### src/rtl/router_pkg.sv
// Constants and types shared by the routing arbiter, the egress reader and their benches.
// Word layout: bits [DEST_MSB:DEST_LSB] carry the destination port index.
package router_pkg;
  localparam int W        = 10;
  localparam int NPORT    = 4;
  localparam int DEST_MSB = W - 1;
  localparam int DEST_LSB = W - 2;

  typedef logic [1:0] port_idx_t;
endpackage

### src/rtl/egress_skid_fifo.sv
// DEPTH-entry synchronous FIFO; enq visible at head the next cycle, enq and deq may share a cycle.
// No internal flow control: the caller never enqueues when full nor dequeues when empty.
module egress_skid_fifo #(
  parameter  int DW    = 12,
  parameter  int DEPTH = 2,
  localparam int PW    = (DEPTH > 1) ? $clog2(DEPTH) : 1,
  localparam int CW    = $clog2(DEPTH + 1)
) (
  input  logic          clk,
  input  logic          rst,
  input  logic          enq_i,
  input  logic [DW-1:0] enq_dat_i,
  input  logic          deq_i,
  output logic [CW-1:0] count_o,
  output logic [DW-1:0] head_o
);
  logic [DW-1:0] mem_q [DEPTH];
  logic [PW-1:0] rd_q, rd_d;
  logic [PW-1:0] wr_q, wr_d;
  logic [CW-1:0] cnt_q, cnt_d;

  function automatic logic [PW-1:0] ptr_inc(input logic [PW-1:0] p);
    return (p == PW'(DEPTH - 1)) ? '0 : p + PW'(1);
  endfunction

  always_comb begin
    rd_d  = deq_i ? ptr_inc(rd_q) : rd_q;
    wr_d  = enq_i ? ptr_inc(wr_q) : wr_q;
    cnt_d = cnt_q + CW'(enq_i) - CW'(deq_i);
  end

  always_ff @(posedge clk) begin
    if (rst) begin
      for (int i = 0; i < DEPTH; i++) mem_q[i] <= '0;
      rd_q  <= '0;
      wr_q  <= '0;
      cnt_q <= '0;
    end else begin
      if (enq_i) mem_q[wr_q] <= enq_dat_i;
      rd_q  <= rd_d;
      wr_q  <= wr_d;
      cnt_q <= cnt_d;
    end
  end

  assign count_o = cnt_q;
  assign head_o  = mem_q[rd_q];
endmodule

### src/rtl/fifo_egress_reader.sv
// Round-robin drain of four output FIFOs onto one valid/ready stream; pop at N, out_valid at N+2.
// Credits bound popped-but-undelivered words to BUF_DEPTH, so out_ready low never drops data. Option: EGRESS_CNT_EN.
module fifo_egress_reader
  import router_pkg::*;
#(
  parameter int BUF_DEPTH = 2
) (
  input  logic               clk,
  input  logic               rst,
  input  logic [NPORT-1:0]   empty,
  input  logic [NPORT*W-1:0] fifo_data,
  output logic [NPORT-1:0]   pop,
  input  logic               out_ready,
  output logic               out_valid,
  output logic [W-1:0]       out_data,
  output port_idx_t          out_src,
  output logic               route_err
`ifdef EGRESS_CNT_EN
  ,
  input  port_idx_t          cnt_sel,
  input  logic               cnt_clr,
  output logic [15:0]        cnt_val
`endif
);
  localparam int CW = $clog2(BUF_DEPTH + 1);

  typedef struct packed {
    port_idx_t    src;
    logic [W-1:0] word;
  } ent_t;

  logic [NPORT-1:0] pop_q, pop_d;
  logic [NPORT-1:0] cap_q;
  port_idx_t        rr_q, rr_d;
  port_idx_t        grant, idx, cap_src;
  logic             grant_vld, grant_ok;
  logic [CW-1:0]    used_q, used_d, used_ad;
  logic             err_q, err_d;
  logic             enq, deq;
  logic [CW-1:0]    buf_cnt;
  ent_t             cap_ent, head;

  assign deq = out_valid & out_ready;

  // First eligible FIFO at or after rr_q; a FIFO popped this cycle may show a stale empty flag.
  always_comb begin
    grant_vld = 1'b0;
    grant     = rr_q;
    idx       = '0;
    for (int k = NPORT - 1; k >= 0; k--) begin
      idx = rr_q + port_idx_t'(k);
      if (!empty[idx] && !pop_q[idx]) begin
        grant_vld = 1'b1;
        grant     = idx;
      end
    end
    used_ad  = used_q - CW'(deq);
    grant_ok = grant_vld && (used_ad < CW'(BUF_DEPTH));
    pop_d    = '0;
    rr_d     = rr_q;
    if (grant_ok) begin
      pop_d[grant] = 1'b1;
      rr_d         = grant + port_idx_t'(1);
    end
    used_d = used_ad + CW'(grant_ok);
  end

  always_comb begin
    cap_src = '0;
    for (int i = 0; i < NPORT; i++) begin
      if (cap_q[i]) cap_src = port_idx_t'(i);
    end
    enq          = |cap_q;
    cap_ent.src  = cap_src;
    cap_ent.word = fifo_data[int'(cap_src)*W +: W];
    err_d        = err_q | (enq && (cap_ent.word[DEST_MSB:DEST_LSB] != cap_src));
  end

  always_ff @(posedge clk) begin
    if (rst) begin
      pop_q  <= '0;
      cap_q  <= '0;
      rr_q   <= '0;
      used_q <= '0;
      err_q  <= 1'b0;
    end else begin
      pop_q  <= pop_d;
      cap_q  <= pop_q;
      rr_q   <= rr_d;
      used_q <= used_d;
      err_q  <= err_d;
    end
  end

  egress_skid_fifo #(
    .DW    ($bits(ent_t)),
    .DEPTH (BUF_DEPTH)
  ) u_skid (
    .clk       (clk),
    .rst       (rst),
    .enq_i     (enq),
    .enq_dat_i (cap_ent),
    .deq_i     (deq),
    .count_o   (buf_cnt),
    .head_o    (head)
  );

  assign pop       = pop_q;
  assign out_valid = (buf_cnt != '0);
  assign out_data  = head.word;
  assign out_src   = head.src;
  assign route_err = err_q;

`ifdef EGRESS_CNT_EN
  logic [15:0] cnt_q [NPORT];
  logic [15:0] cnt_val_q;

  // A clear in the same cycle as a delivery wins.
  always_ff @(posedge clk) begin
    if (rst || cnt_clr) begin
      for (int i = 0; i < NPORT; i++) cnt_q[i] <= '0;
    end else if (deq) begin
      cnt_q[head.src] <= cnt_q[head.src] + 16'd1;
    end
    if (rst) cnt_val_q <= '0;
    else     cnt_val_q <= cnt_q[cnt_sel];
  end

  assign cnt_val = cnt_val_q;
`endif
endmodule

### config.mk
export PLATFORM = sky130hd
export DESIGN_NAME = fifo_egress_reader
export DESIGN_NICKNAME = d
export VERILOG_FILES = /design/src/rtl/router_pkg.sv /design/src/rtl/egress_skid_fifo.sv /design/src/rtl/fifo_egress_reader.sv
export SDC_FILE = /design/constraint.sdc
export NUM_CORES = 1
export LEC_CHECK = 0
export BUFFER_PORTS_ARGS = -buffer_cell sky130_fd_sc_hd__clkbuf_2
export CELL_PAD_IN_SITES_DETAIL_PLACEMENT = 0
export CELL_PAD_IN_SITES_GLOBAL_PLACEMENT = 1
export CORE_MARGIN = 2
export CORE_UTILIZATION = 39
export DETAILED_ROUTE_END_ITERATION = 10
export GPL_TIMING_DRIVEN = 1
export PLACE_DENSITY = 0.81
export SYNTH_ARGS = -nofsm -noshare
export SYNTH_HDL_FRONTEND = slang
export SYNTH_SLANG_ARGS = --single-unit
### constraint.sdc
create_clock -name clk -period 1.8 [get_ports clk]
set_input_delay 0.18 -clock clk [delete_from_list [all_inputs] [get_ports clk]]
set_output_delay 0.18 -clock clk [all_outputs]
set_load 0.05 [all_outputs]
* Word-level counts from Yosys, hierarchy flattened
Memory sizes are Yosys's and may differ from the RTL's. A register that Yosys moved wholly into a read port is not among the register bits. Index checks and enable logic that the tools add are counted.
Storage, ports and cells: output and inout bits 18, input bits 47, memories kept 1, word-level logic and storage cells 92, register bits after elaboration 17, memory bits (writable) 24
Memory list:
- u_skid.mem_q | depth 2, width 12, read ports 1, clocked after memory_dff 1, write ports 2, RTL line egress_skid_fifo.sv:17 | logic [DW-1:0] mem_q [DEPTH];
Operators by class: multiplexer cells 41, shifts and indexed selects 1, equality and inequality tests 1, bitwise logic cells 3, $add $sub $neg 10, multipliers 1, reductions and logical operators 19, magnitude comparators 7
Operators with widths (count):
- indexed part select 40 x 7 -> 10 bit | 1
- 2-to-1 mux 1 bit | 25
- binary-select mux 1 bit (select 2 bit) | 8
- < comparator 2 x 3 -> 1 bit, second input constant | 5
- 2-to-1 mux 12 bit | 1
- 2-to-1 mux 2 bit | 6
- OR reduction 12 bit | 1
- logical NOT 1 bit | 8
- logical AND 1 bit | 7
- multiplier 2 x 3 -> 5 bit, second input constant | 1
- adder 2 x 1 -> 2 bit | 2
- adder 2 x 1 -> 2 bit, second input constant | 2
- adder 2 bit, second input constant | 2
- OR reduction 4 bit | 1
- subtractor 2 x 1 -> 2 bit | 2
- adder 1 bit, second input constant | 2
- demux 1 bit (select 2 bit) | 1
- greater-or-equal comparator 2 x 1 -> 1 bit, second input constant | 1
- < comparator 2 bit, second input constant | 1
- inequality test 2 bit | 1
- nonzero test 2 bit | 1
- OR reduction 2 bit | 1
- AND 1 bit | 1
- NOT 1 bit | 1
- OR 1 bit | 1

* Logic depth before layout (Yosys ltp)
Gate-level depths: netlist (run 1).
depth after elaboration 13, depth in mapped cells 8, depth with buffers taken out 8

* Hierarchy
From an unflattened synthesis (run 1), not the netlist that was laid out.
Unflattened totals: cells, all modules 238, area, all modules 2279.7 sq um
Modules (own cells, without submodules):
- egress_skid_fifo | area an instance 1290.0 sq um, cells an instance 98, seq. area each 820.8 sq um, instances 1
- fifo_egress_reader | area an instance 989.7 sq um, cells an instance 140, seq. area each 260.2 sq um, instances 1

* Worst setup path after synthesis (run 1)
Ideal clock, no wire load.
path kind flip-flop to flip-flop, from reg pop_q[2], in the netlist pop[2], to reg rr_q[1], library setup time 128 ps, buffers on the path 0, path slack -119 ps, arrival time 1791 ps, required time 1672 ps, stages on the path, launching flop included 7, period minus slack after synthesis 1919 ps, path through dfxtp_1 > or2_2 > o32ai_1 > a221oi_2 > ha_1 > mux2i_1 > nor2_1
On the way: longest elaborated chain between the ends 9, elaborated cells between the ends (all ways) 26, those cells by class add/sub (1); mux (16); reduce/logical (9)
Ends and longest elaborated chain:
- start, declared | RTL line fifo_egress_reader.sv:32 | logic [NPORT-1:0] pop_q, pop_d;
- start signal, assigned | RTL line fifo_egress_reader.sv:87 | pop_q <= pop_d;
- binary-select mux 1 bit (select 2 bit) | RTL line fifo_egress_reader.sv:52 | if (!empty[idx] && !pop_q[idx]) begin
- 2-to-1 mux 1 bit (implied by the code) | RTL line fifo_egress_reader.sv:52
- logical NOT 1 bit | RTL line fifo_egress_reader.sv:52
- logical AND 1 bit | RTL line fifo_egress_reader.sv:52
- 2-to-1 mux 2 bit or 2-to-1 mux 1 bit (tied branches) (4 in series) | RTL line fifo_egress_reader.sv:52
- adder 2 x 1 -> 2 bit or logical AND 1 bit (tied branches) | RTL line fifo_egress_reader.sv:63, fifo_egress_reader.sv:58
- end signal, assigned | RTL line fifo_egress_reader.sv:89 | rr_q <= rr_d;
- end, declared | RTL line fifo_egress_reader.sv:34 | port_idx_t rr_q, rr_d;
Parallel ways exist; a longest one is shown, timed or not. The select of a mux whose other input is x is not followed. A chain may end at the register's enable or synchronous reset.

* Final worst setup path (run 1)
from reg u_skid.cnt_q[0], in the netlist u_skid.count_o[0], to reg rr_q[0]
On the way: longest elaborated chain between the ends 5
Ends and longest elaborated chain:
- start, declared | RTL line egress_skid_fifo.sv:20 | logic [CW-1:0] cnt_q, cnt_d;
- start signal, assigned | RTL line egress_skid_fifo.sv:42 | cnt_q <= cnt_d;
- nonzero test 2 bit | RTL line fifo_egress_reader.sv:109 | assign out_valid = (buf_cnt != '0);
- AND 1 bit | RTL line fifo_egress_reader.sv:43 | assign deq = out_valid & out_ready;
- net deq | RTL line fifo_egress_reader.sv:39 | logic enq, deq;
- subtractor 2 x 1 -> 2 bit | RTL line fifo_egress_reader.sv:57 | used_ad = used_q - CW'(deq);
- < comparator 2 bit | RTL line fifo_egress_reader.sv:58 | grant_ok = grant_vld && (used_ad < CW'(BUF_DEPTH));
- logical AND 1 bit | RTL line fifo_egress_reader.sv:58
The timed path passes the listed nets, and every way through them passes these cells.

==> impl_summary.md, run 1 <==
Synthesis
The area share of the largest cell type after synthesis is 32.2%. The primary flip-flop cell chosen by synthesis mapping is edfxtp_1. The post-synthesis instance area is 0.00224 mm². The synthesized netlist contains 42 unique library cells. The number of nets in the synthesized netlist is 263.

For this run, the number of Yosys warnings is 0. The share of synthesized registers carrying an async set or reset is 0%. The leading area contributor after synthesis is edfxtp_1. In this run, synthesis produced a sequential element count of 42. Of the synthesized area, sequential elements account for 48.3%. The cell count after synthesis came out at 209. The average cell area after synthesis is 10.7 µm². The number of enable-type register cells in the synthesized netlist is 24. After synthesis, the cell types taking the most area are edfxtp_1 32%, dfxtp_1 16%, mux2i_1 8.5%, nor2_1 6.0%, mux2_2 6.0%.

Timing
The transition time of the tightest slew-check pin is 0.607 ns. The final clock period utilization by the worst path is 95.4%. Setup total negative slack on the finished layout was measured at 0 ns.

The final hold violation count is 0. The worst setup skew after layout is 0.00410 ns. The number of setup violations in the final report is 0. Measured against its own limit, the worst slew margin works out to 59.5%. The final critical-path required period is 1.72 ns. Based on the critical path, the design can be clocked at up to 0.582 GHz. The max-slew violation count is 0.

Route
The post-route antenna net violation count is 0. The via density per instance is 4.81. For this run, design rule violations remaining after detail routing come to 0. After the first detailed-routing iteration, the DRC count stood at 73. The final layout contains routed wiring with a total length of 4.50 mm. In the final routed layout, each cell accounts on average for 12.8 µm. The detailed-router iteration count before antenna repair is 4. The vias after detailed routing is 1699.

Pwr
IR analysis of the VDD net gives a maximum drop of 744 µV. Internal power comes to 2.39 mW. The static leakage is 1.17 nW. In this run the power density over the cells is 1440 mW/mm². The combinational share of power is 47.6%. The proportion of total power due to net switching is 40.9%.

The net switching power is 1.65 mW. The clock network is responsible for 18.2% of the overall power. Sequential cells account for 34.2% of the total power.

Critical path
STA classifies the critical path endpoint as a register. Walking the worst path, the cells encountered are or2_4 -> and2_1 -> ha_2 -> xnor2_2 -> o21ai_4 -> nor2b_1 -> a211oi_2. The highest net fanout along the worst path is 6. The worst stage delay on the critical path is 0.32 ns. The element type at the critical path start is a register. Data arrives at the worst endpoint at 1.93 ns. The critical path is of the reg -> reg type. Among all stages on the critical path, the largest delay is contributed by dfxtp_1. The worst path required time is 2.02 ns.

Layout
The top cell types in the final layout, fill and taps aside, are 64 x clkbuf_2, 36 x nor2_1, 24 x edfxtp_1. From synthesis to final layout, the design area changed by 25.7%. In the final layout, the share of cells above drive strength 1 is 40.6%. In the final design database the tool counted 334 nets. 0 antenna diodes ended up in the layout. The library cell used most frequently in the layout, excluding fill and tap cells, is clkbuf_2. The final cell count without fillers is 353.

Clock tree
The total of hold buffers inserted after clock tree synthesis is 0. The clock reaches the later pin of the worst-skew pair after 0.29 ns. Clock-pin slew was measured on the worst setup and hold paths at 0.08 ns. The buffer levels on the longest clock path is 2. CTS saw 42 sinks. The number of clock buffers inserted by TritonCTS is 5. The H-tree was split into 2 levels. The tree is rooted in a clkbuf_8. TritonCTS built the clock tree.

Global routing
The met3 demand-to-capacity share in global routing is 3.62%. The initial antenna violation count came to 0. For this run, global-route usage on met2 was measured as 24.3%. The via count of the first global-routing pass was 1544.

For this run the aggregate overflow at the end of global routing stands at 0. The busiest layer in global routing is met2. The total global-route track usage is 14.6%. The largest net degree at the start of global routing is 24. For met1 alone, demand over resource in global routing was 18.6%. The first-pass GRT wire length is 7.02 mm.

Floorplan
In this run the horizontal extent of the chip is 79.7 µm. From bottom edge to top edge, the die measures 79.7 µm. The full die area is 0.00636 mm². The starting density of the core is 40.4%.

The area of the core is 0.00554 mm². For this design the top-level I/O count stands at 65. After floorplanning, the core was divided into 27 placement rows.

Placed design
The count of buffers added on input and output ports is 64. Summed over all nets, the half-perimeter wirelength after detailed placement is 3.36 mm. Routability-driven placement finished with a final weighted congestion of 0.755. The instance count after placement with tap cells included is 342.

Status
The run finished with clean final reports.

Run
The tool flagged a number of max-cap violations equal to 0.

Hold path
The class of the tightest hold or removal check is in -> reg.
==> cells in the mapped netlist (all sizes together) (4+ instances only) <==
library cell	number
o22ai	5
mux2	12
buf	8
o21ai	11
mux2i	19
edfxtp	24
and2	5
a21oi	4
nor2	36
nor2b	8
dfxtp	18
nand2	11
xnor2	5
inv	7
ha	7
==> registers in the layout (all words and copies together) (netlist names), named ones only <==
register / flops
cap_q: 4
u_skid.wr_q: 1
pop: 4
u_skid.count_o: 2
u_skid.rd_q: 1
rr_q: 2
used_q: 2
u_skid.mem_q: 24
route_err: 1
==> power by group through the flow <==
stage,Sequential [mW],Combinational [mW],Clock [mW]
final,1.38,1.92,0.736
after detailed placement,1.40,1.84,0
after global placement,1.39,1.83,0
after global routing,1.40,2.09,0.784
after CTS,1.38,1.85,0.744
after floorplan,1.49,1.35,0
==> logic make-up (layout without fill, tap and decap cells) <==
| kind of cell | count (synthesis) | count (layout) | share of synthesized area [%] |
|---|---|---|---|
| DFF | 42 | 42 | 48.3 |
| and+or+nand+nor | 71 | 71 | 16.0 |
| adders and majority gates | 7 | 7 | 3.91 |
| AOI/OAI and AO/OA | 34 | 34 | 10.8 |
| buffers and inverters | 18 | 90 | 4.08 |
| xor gates and xnor gates | 6 | 6 | 2.35 |
| muxes | 31 | 31 | 14.5 |
==> path summary, 6_finish.rpt <==
path	to	slack [ns]	startpoint	depth (start not counted)
setup / recovery	rr_q[0]	0.08	u_skid.count_o[0]	7
hold / removal	u_skid.rd_q	0.17	rst	2
setup reg to reg	rr_q[0]	0.08	u_skid.count_o[0]	7
hold reg to reg	u_skid.rd_q	0.52	u_skid.rd_q	2
==> layout make-up <==
class / count / area, µm²
multi-input cells: 149 / 1090
flip-flops and latches: 42 / 1080
fillers: 522 / 2730
clock inverters: 3 / 45.0
clock buffers: 5 / 68.8
inverters: 7 / 26.3
repair buffers: 75 / 403
well taps: 72 / 90.1
==> worst max-delay path: cells and delay by family (launching register included) <==
kind                       cells  cell delay, ns
DFF                            1            0.32
AOI/OAI and AO/OA              2            0.33
and+or+nand+nor                3            0.60
adders and majority gates      1            0.20
xor gates and xnor gates       1            0.19
==> through the flow <==
stage	util [%]	setup WS, ns	power [mW]	hold WS, ns	cell area, µm²
5_1_grt	50.7	-0.0386	4.27	0.174	2810
3_3_place_gp	47.8	0.0900	3.22	0.482	2650
2_1_floorplan	-	-0.0258	2.84	0.413	2240
6_report	50.7	0.0825	4.04	0.173	2810
3_5_place_dp	47.8	0.0488	3.24	0.482	2650
4_1_cts	49.8	0.0189	3.97	0.166	2760
==> metal layers <==
metal / vias up / wire (µm)
met5: - / 0
met4: 0 / 63
met3: 6 / 207
met2: 47 / 2180
met1: 774 / 2050
li1: 872 / -
==> what timing repair did <==
| action | 4_1_cts | 5_1_grt |
|---|---|---|
| setup endpoints to repair | 0 | 19 |
| buffers inserted | 0 | 3 |
| resized for setup | 0 | 5 |
Power figures use the tool's default switching activity.
==> run 2, diff against run 1 <==
==> constraint.sdc (replaced) <==
create_clock -name clk -period 1.75 [get_ports clk]
set_input_delay 0.175 -clock clk [delete_from_list [all_inputs] [get_ports clk]]
set_output_delay 0.175 -clock clk [all_outputs]
set_load 0.05 [all_outputs]
==> run 2 against run 1 <==
Net effect:
- setup slack got worse by 0.021 ns
- utilization rose by 1.1 points
- combinational power rose by 6%
- clock-buffer cell count rose by 1
- global-route usage rose by 0.98 points
- non-clock buffer count did not move
- clock skew rose by 0.0035 ns
- die area did not move
- critical path depth did not move
- hold slack got worse by 0.035 ns
- critical endpoint is now rr_q[1]
==> impl_summary.md, run 2 (synthesized netlist as in run 1, its figures left out) <==
Route
The post-route antenna net violation count is 0 (unchanged). The vias after detailed routing is 1742 (+2.5%). The final routed wire length divided by cell count is 13.5 µm (+5.8%). The initial DRC count is 69 (-5.5%). The detailed-router iteration count before antenna repair is 4 (unchanged). The routed wire length was 4.77 mm (+5.8%). The count of unresolved DRC violations after routing was 0 (unchanged). The via density per instance came to 4.93 (+2.5%).

Clock tree
The number of H-tree branching levels is 2 (unchanged). The TritonCTS clock tree is done. The number of clock buffers inserted by TritonCTS was 5 (unchanged).

The buffer levels on the longest clock path is 2 (unchanged). The clock-pin slew of the registers on the worst-case setup and hold paths is 0.08 ns (about the same). The root buffer cell chosen for the clock tree is clkbuf_8. The total number of clock tree sinks is 42 (unchanged). The clock latency at the later pin of the worst-skew pair is 0.29 ns (about the same). The total of hold buffers inserted after clock tree synthesis is 0 (unchanged).

Status
The run finished with clean final reports.

Critical path
The worst setup path is captured at a register. The cell with the largest stage delay on the worst path is or3_1. The buffering stage count on the worst path with inverters included came to 1 (+1). The cell family with the largest share of critical-path delay is simple AND/OR/NAND/NOR gates.

The reg2reg setup slack was 0.06 ns (-0.02 ns). The worst stage delay on the critical path is 0.38 ns (+0.06 ns). The start-to-end type of the worst setup path is reg -> reg.

STA classifies the critical path startpoint as a register. Walking the worst path, the cells encountered are or3_1 -> a21oi_2 -> a221oi_2 -> buf_4 -> ha_1 -> mux2i_1 -> nor2_1. The data arrival time at the worst-slack endpoint is 1.87 ns (-0.06 ns). The worst path required time is 1.93 ns (-0.09 ns). The highest net fanout along the worst path came to 8 (+2).

Timing
The worst setup skew after layout is 0.00758 ns (+0.00348 ns). The number of setup violations in the final report is 0 (unchanged). The peak clock frequency supported by timing came to 0.592 GHz (+1.7%).

The worst-case headroom to the max-slew limit is 58.4% (-1.1 points). The worst-case setup margin in the final layout is 0.0617 ns (-0.0208 ns). The total negative setup slack came to 0 ns (unchanged).

Setup repair after global routing could not meet its margin everywhere. The final critical-path required period came to 1.69 ns (-0.0292 ns). The transition time of the tightest slew-check pin is 0.623 ns (+0.0164 ns). The final hold violation count is 0 (unchanged). The max-slew violation count came to 0 (unchanged). The worst hold margin was 0.138 ns (-0.0346 ns). The final clock period utilization by the worst path is 96.5% (+1.1 points).

Layout
The area growth from synthesis to final layout is 28.4%. The antenna diode count is 0 (unchanged). The number of nets in the layout is 334 (unchanged).

The number of flip-flops in the largest register came to 24 (unchanged). u_skid.mem_q holds more flip-flops than any other register. The library cells used most frequently in the layout, excluding fill and tap cells, are 64 x clkbuf_2, 35 x nor2_1, 24 x edfxtp_1. The fraction of layout cells with a size suffix above 1 came to 43.4% (+2.8 points). The final standard cell area without fillers is 0.00287 mm² (+2.1%). Leaving out fill and tap cells, the most frequent cell in the layout is clkbuf_2.

The number of filler cells placed in the layout is 527 (+0.96%).

Global routing
The total congestion overflow after global routing is 0 (unchanged). The via count of the first global-routing pass is 1644 (+6.5%). The largest net degree at the start of global routing came to 24 (unchanged). The total global-route track usage is 15.6% (+0.98 points). The first-pass GRT wire length is 7.68 mm (+9.4%).

The initial antenna violation count is 0 (unchanged).

Floorplan
The height of the die is 79.7 µm (unchanged). The number of placed I/O pins is 65 (unchanged). The die extent in x is 79.7 µm (unchanged). The full die area was 0.00636 mm² (unchanged). The starting density of the core came to 40.4% (unchanged). The area of the core came to 0.00554 mm² (unchanged). The cell row count is 27 (unchanged).

Placed design
The placer's final routability congestion estimate came to 0.771 (+2.1%). The cell area after placement was 0.00266 mm² (+0.43%). The pre-CTS setup slack is -0.0252 ns (-0.0739 ns). The number of port buffers is 64 (unchanged). The half-perimeter wire length after detailed placement is 3.53 mm (+5.1%).

Pwr
The total power divided by cell area is 1500 mW/mm² (+4.5%). The maximum resistive drop on vdd came to 694 µV (-6.7%). The static leakage was 1.19 nW (+1.7%). The final total power is 4.31 mW (+6.7%).

Hold path
The class of the tightest hold or removal check is in -> reg.

Run
The count of max-cap constraint violations was 0 (unchanged).
==> run 2: cell types whose count changed in the layout (fill, tap and decap cells not counted), sizes merged <==
cell / delta
clkinvlp: -2
clkbuf: +1
clkinv: +1
==> run 2: layout make-up <==
cell class | instances | area (µm²) | area share (%)
Multi-Input combinational cell | 149 | 1130 | 39.3
Sequential cell | 42 | 1090 | 38.0
Timing Repair Buffer | 75 | 403 | 14.0
Clock buffer | 6 | 93.8 | 3.27
Tap cell | 72 | 90.1 | 3.14
Clock inverter | 2 | 38.8 | 1.35
Inverter | 7 | 26.3 | 0.915
==> run 2: path summary, 6_finish.rpt <==
kind | startpoint | endpoint | cells past startpoint
worst max-delay path | rr_q[1] | rr_q[1] | 7
worst min-delay path | rst | u_skid.wr_q | 2
worst max register to register | rr_q[1] | rr_q[1] | 7
worst min register to register | pop[2] | cap_q[2] | 1
==> run 2: per-layer routing <==
metal,up-vias,global-route usage (%),part of all wire (%)
met4,0,3.90,1.1
met2,46,25.6,49
met1,811,20.7,45
li1,879,-,-
met3,6,3.85,5.0
met5,-,0,0
==> run 2: through the flow <==
step	std cells	utilization, %
2_1_floorplan	209	-
3_3_place_gp	343	48.0
3_5_place_dp	343	48.0
4_1_cts	351	50.5
5_1_grt	353	51.8
6_report	353	51.8
==> run 2: worst reg2reg max path: cells and delay by family (launching register included) <==
kind	cells	cell delay [ns]
and+or+nand+nor	2	0.45
adders and majority gates	1	0.28
DFF	1	0.37
muxes	1	0.13
AOI/OAI and AO/OA	2	0.19
buffers and inverters	1	0.17
==> run 2: where the power goes <==
part           internal (mW)  switching [mW]  total (mW)  leakage, nW
combinational          0.773            1.25        2.03        0.725
sequential              1.30           0.145        1.44        0.400
clock                  0.514           0.331       0.845       0.0665
==> run 2: timing repair <==
action | 4_1_cts | 5_1_grt
gates resized for setup | 2 | 12
buffers inserted | 0 | 2
gates cloned | 0 | 0
setup endpoints to repair | 2 | 20
pin swaps | 1 | 5
==> run 3, diff against run 2 <==
--- a/config.mk
+++ b/config.mk
@@ -12,7 +12,8 @@
 export CORE_UTILIZATION = 39
 export DETAILED_ROUTE_END_ITERATION = 10
 export GPL_TIMING_DRIVEN = 1
-export PLACE_DENSITY = 0.81
+export PLACE_DENSITY = 0.82
 export SYNTH_ARGS = -nofsm -noshare
 export SYNTH_HDL_FRONTEND = slang
+export SYNTH_HIERARCHICAL = 1
 export SYNTH_SLANG_ARGS = --single-unit
==> run 3 against run 2 <==
Net effect:
- highest routed layer unchanged
- critical path depth fell by 1
- synthesized cell count is 14% higher
- largest cell class unchanged
- non-clock buffer count grew 4
- via count increased by 7.1%
==> impl_summary.md, run 3 <==
Floorplan
The cell row count is 27 (unchanged). The number of placed I/O pins came to 65 (unchanged). The area of the core is 0.00557 mm² (+0.61%). The starting density of the core is 40.9% (+0.52 points).

The height of the die came to 80.5 µm (+0.90%). The full die area came to 0.00647 mm² (+1.8%). The die extent in x is 80.5 µm (+0.90%).

Layout
The commonest non-fill, non-tap cell in the layout is clkbuf_2. The area growth from synthesis to final layout is 28.8%. The antenna diode count was 0 (unchanged). The number of nets in the layout is 365 (+9.3%). The number of flip-flops in the largest register is 24 (unchanged). The number of filler cells placed in the layout is 525 (-0.38%). Ranked by flip-flop count, first place goes to u_skid/mem_q.

Leaving out fill and tap cells, the most frequent cells in the layout are 64 x clkbuf_2, 44 x nor2_1, 24 x edfxtp_1. The fraction of layout cells with a size suffix above 1 was 39.1% (-4.3 points).

Run
The count of max-cap constraint violations is 0 (unchanged).

Synthesis
The yosys synthesis warning count was 6 (+6). The average cell area after synthesis is 9.58 µm² (-11%). The primary flip-flop cell chosen by synthesis mapping is edfxtp_1. By area the synthesized netlist is led by edfxtp_1 32%, dfxtp_1 16%, nor2_1 7.4%, mux2_2 5.9%, nand2b_1 4.1%.

The number of synthesized register bits was 42 (unchanged). Among all cell types in the netlist, the one instantiated most often is nor2_1. The post-synthesis instance area is 0.00228 mm² (+1.9%).

Ranked by instance count, the synthesized netlist is headed by 45 x nor2_1, 24 x edfxtp_1, 18 x dfxtp_1. The distinct cell type count after synthesis is 34 (-19%). The share of synthesized registers carrying an async set or reset is 0% (unchanged). The number of enable-type register cells in the synthesized netlist is 24 (unchanged). The register area share after synthesis was 47.4% (-0.90 points).

The number of nets in the synthesized netlist is 292 (+11%). Of all cell types, the one taking the most synthesized area is edfxtp_1. The area share of the largest cell type after synthesis is 31.6% (-0.60 points). The cell count after synthesis is 238 (+14%).

Timing
The final hold violation count is 0 (unchanged). The transition time of the tightest slew-check pin is 0.408 ns (-0.215 ns). The final critical-path required period is 1.69 ns (+0.00182 ns).

The total negative setup slack is 0 ns (unchanged). The worst-case headroom to the max-slew limit is 72.7% (+14 points). The max-slew violation count is 0 (unchanged). The number of setup violations in the final report is 0 (unchanged). The worst setup skew after layout was 0.00508 ns (-0.00250 ns). The final clock period utilization by the worst path is 96.6% (+0.10 points). The worst hold margin is 0.213 ns (+0.0749 ns). The peak clock frequency supported by timing is 0.592 GHz (-0.11%).

The worst-case setup margin in the final layout is 0.0599 ns (-0.00182 ns). Setup repair after global routing could not meet its margin everywhere.

Clock tree
The number of clock buffers inserted by TritonCTS is 5 (unchanged). The TritonCTS clock tree is done. The total number of clock tree sinks is 42 (unchanged). The clock latency at the later pin of the worst-skew pair is 0.29 ns (about the same). The number of H-tree branching levels is 2 (unchanged).

The total of hold buffers inserted after clock tree synthesis is 0 (unchanged). The root buffer cell chosen for the clock tree is clkbuf_8. The clock-pin slew of the registers on the worst-case setup and hold paths is 0.08 ns (about the same). The buffer levels on the longest clock path is 2 (unchanged).

Pwr
The final total power was 4.49 mW (+4.1%). The total power divided by cell area is 1530 mW/mm² (+1.9%). The maximum resistive drop on vdd is 752 µV (+8.4%). The static leakage came to 1.30 nW (+9.0%).

Critical path
The highest net fanout along the worst path is 5 (-3). The buffering stage count on the worst path with inverters included is 0 (-1). The slowest stage of the critical path is the dfxtp_2 cell. The start-to-end type of the worst setup path is reg -> reg. The nature of the critical path endpoint is a register. The cell count of the worst reg-to-reg path was 6 (-1).

The critical path goes through or2_2 -> a311oi_1 -> a21oi_2 -> ha_1 -> mux2i_1 -> nor2_1. On the critical path the largest part of the delay comes from compound AO/OA/AOI/OAI gates. The source of the worst register-to-register timing path is pop[2]. The critical register-to-register path endpoint is rr_q[1]. The reg2reg setup slack is 0.06 ns (about the same). The worst stage delay on the critical path is 0.34 ns (-0.04 ns). The worst path required time is 1.94 ns (about the same). The element type at the critical path start is a register. The data arrival time at the worst-slack endpoint is 1.88 ns (about the same).

Route
The final routed wire length divided by cell count is 12.8 µm (-4.9%). The count of unresolved DRC violations after routing is 0 (unchanged). The via density per instance is 4.86 (-1.5%). The initial DRC count is 84 (+22%). The routed wire length is 4.93 mm (+3.5%). The post-route antenna net violation count came to 0 (unchanged). The detailed-router iteration count before antenna repair is 4 (unchanged). The vias after detailed routing is 1866 (+7.1%).

Global routing
The total global-route track usage is 16.5% (+0.91 points). The largest net degree at the start of global routing was 26 (+8.3%). The initial antenna violation count is 0 (unchanged). The via count of the first global-routing pass is 1810 (+10%). The first-pass GRT wire length came to 8.20 mm (+6.7%).

The total congestion overflow after global routing is 0 (unchanged).

Hold path
The worst hold path belongs to the class in -> reg. The number of cells on the worst hold path is 2 (unchanged). For hold timing, the worst endpoint is route_err.

The launch instance of the worst min-delay path is rst.

Placed design
The placer's final routability congestion estimate was 0.838 (+8.7%). The half-perimeter wire length after detailed placement came to 3.75 mm (+6.0%). The pre-CTS setup slack is 0.00201 ns (+0.0272 ns).

The number of port buffers is 64 (unchanged).

Status
The flow ran to the end, and the final reports show no timing, DRC or antenna violations.
run 3: per-stage QoR:
| step | utilization [%] | std cells | instance area (µm²) |
|---|---|---|---|
| final | 52.7 | 384 | 2940 |
| after global routing | 52.7 | 384 | 2940 |
| after CTS | 51.4 | 382 | 2870 |
| after detailed placement | 48.7 | 372 | 2720 |
| after global placement | 48.7 | 372 | 2720 |
| after floorplan | - | 238 | 2300 |
run 3: cell type report:
cell class	count	area, µm²	share of cell area (%)
sequential	42	1090	37.0
clock buffer	7	119	4.05
clock inverter	1	8.76	0.298
multi-input combinational	167	1140	38.8
tap	72	90.1	3.07
timing repair buffer	79	433	14.7
inverter	16	60.1	2.05
run 3: per-layer routing:
metal | GRT usage (%) | wire length [µm] | vias to the layer above
li1 | - | - | 960
met1 | 20.6 | 2230 | 864
met2 | 28.6 | 2430 | 40
met3 | 3.48 | 245 | 2
met4 | 5.08 | 23 | 0
met5 | 0 | 0 | -
run 3: cell families after synthesis:
family / synth area share, %
simple gates: 19.7
compound gates: 14.1
flops: 47.4
buf+inv: 6.04
mux: 6.81
fa+ha+maj: 3.84
xor+xnor: 2.14
run 3: report_power, final:
part	internal (mW)	total, mW	switching [mW]	leakage [nW]
logic	0.898	2.26	1.36	0.835
registers	1.31	1.44	0.129	0.400
clock network	0.457	0.793	0.336	0.0647
run 3: worst max-delay path by stage:
| stage | startpoint | to | slack (ns) | cells after the start |
|---|---|---|---|---|
| final | pop[2] | rr_q[1] | 0.06 | 6 |
| after global routing | pop[2] | rr_q[1] | 0.02 | 6 |
| after CTS | u_skid/count_o[1] | used_q[0] | 0.01 | 8 |
| after detailed placement | u_skid/count_o[1] | rr_q[0] | 0.002 | 7 |
| after global placement | u_skid/count_o[1] | rr_q[0] | 0.04 | 7 |
| after floorplan | u_skid/count_o[1] | rr_q[0] | -0.04 | 7 |
run 3: timing repair:
| item | CTS | global route |
|---|---|---|
| setup buffers | 2 | 2 |
| gates resized for setup | 3 | 8 |
| cloned | 0 | 0 |
| setup endpoints to repair | 3 | 46 |
| pin swaps | 2 | 3 |
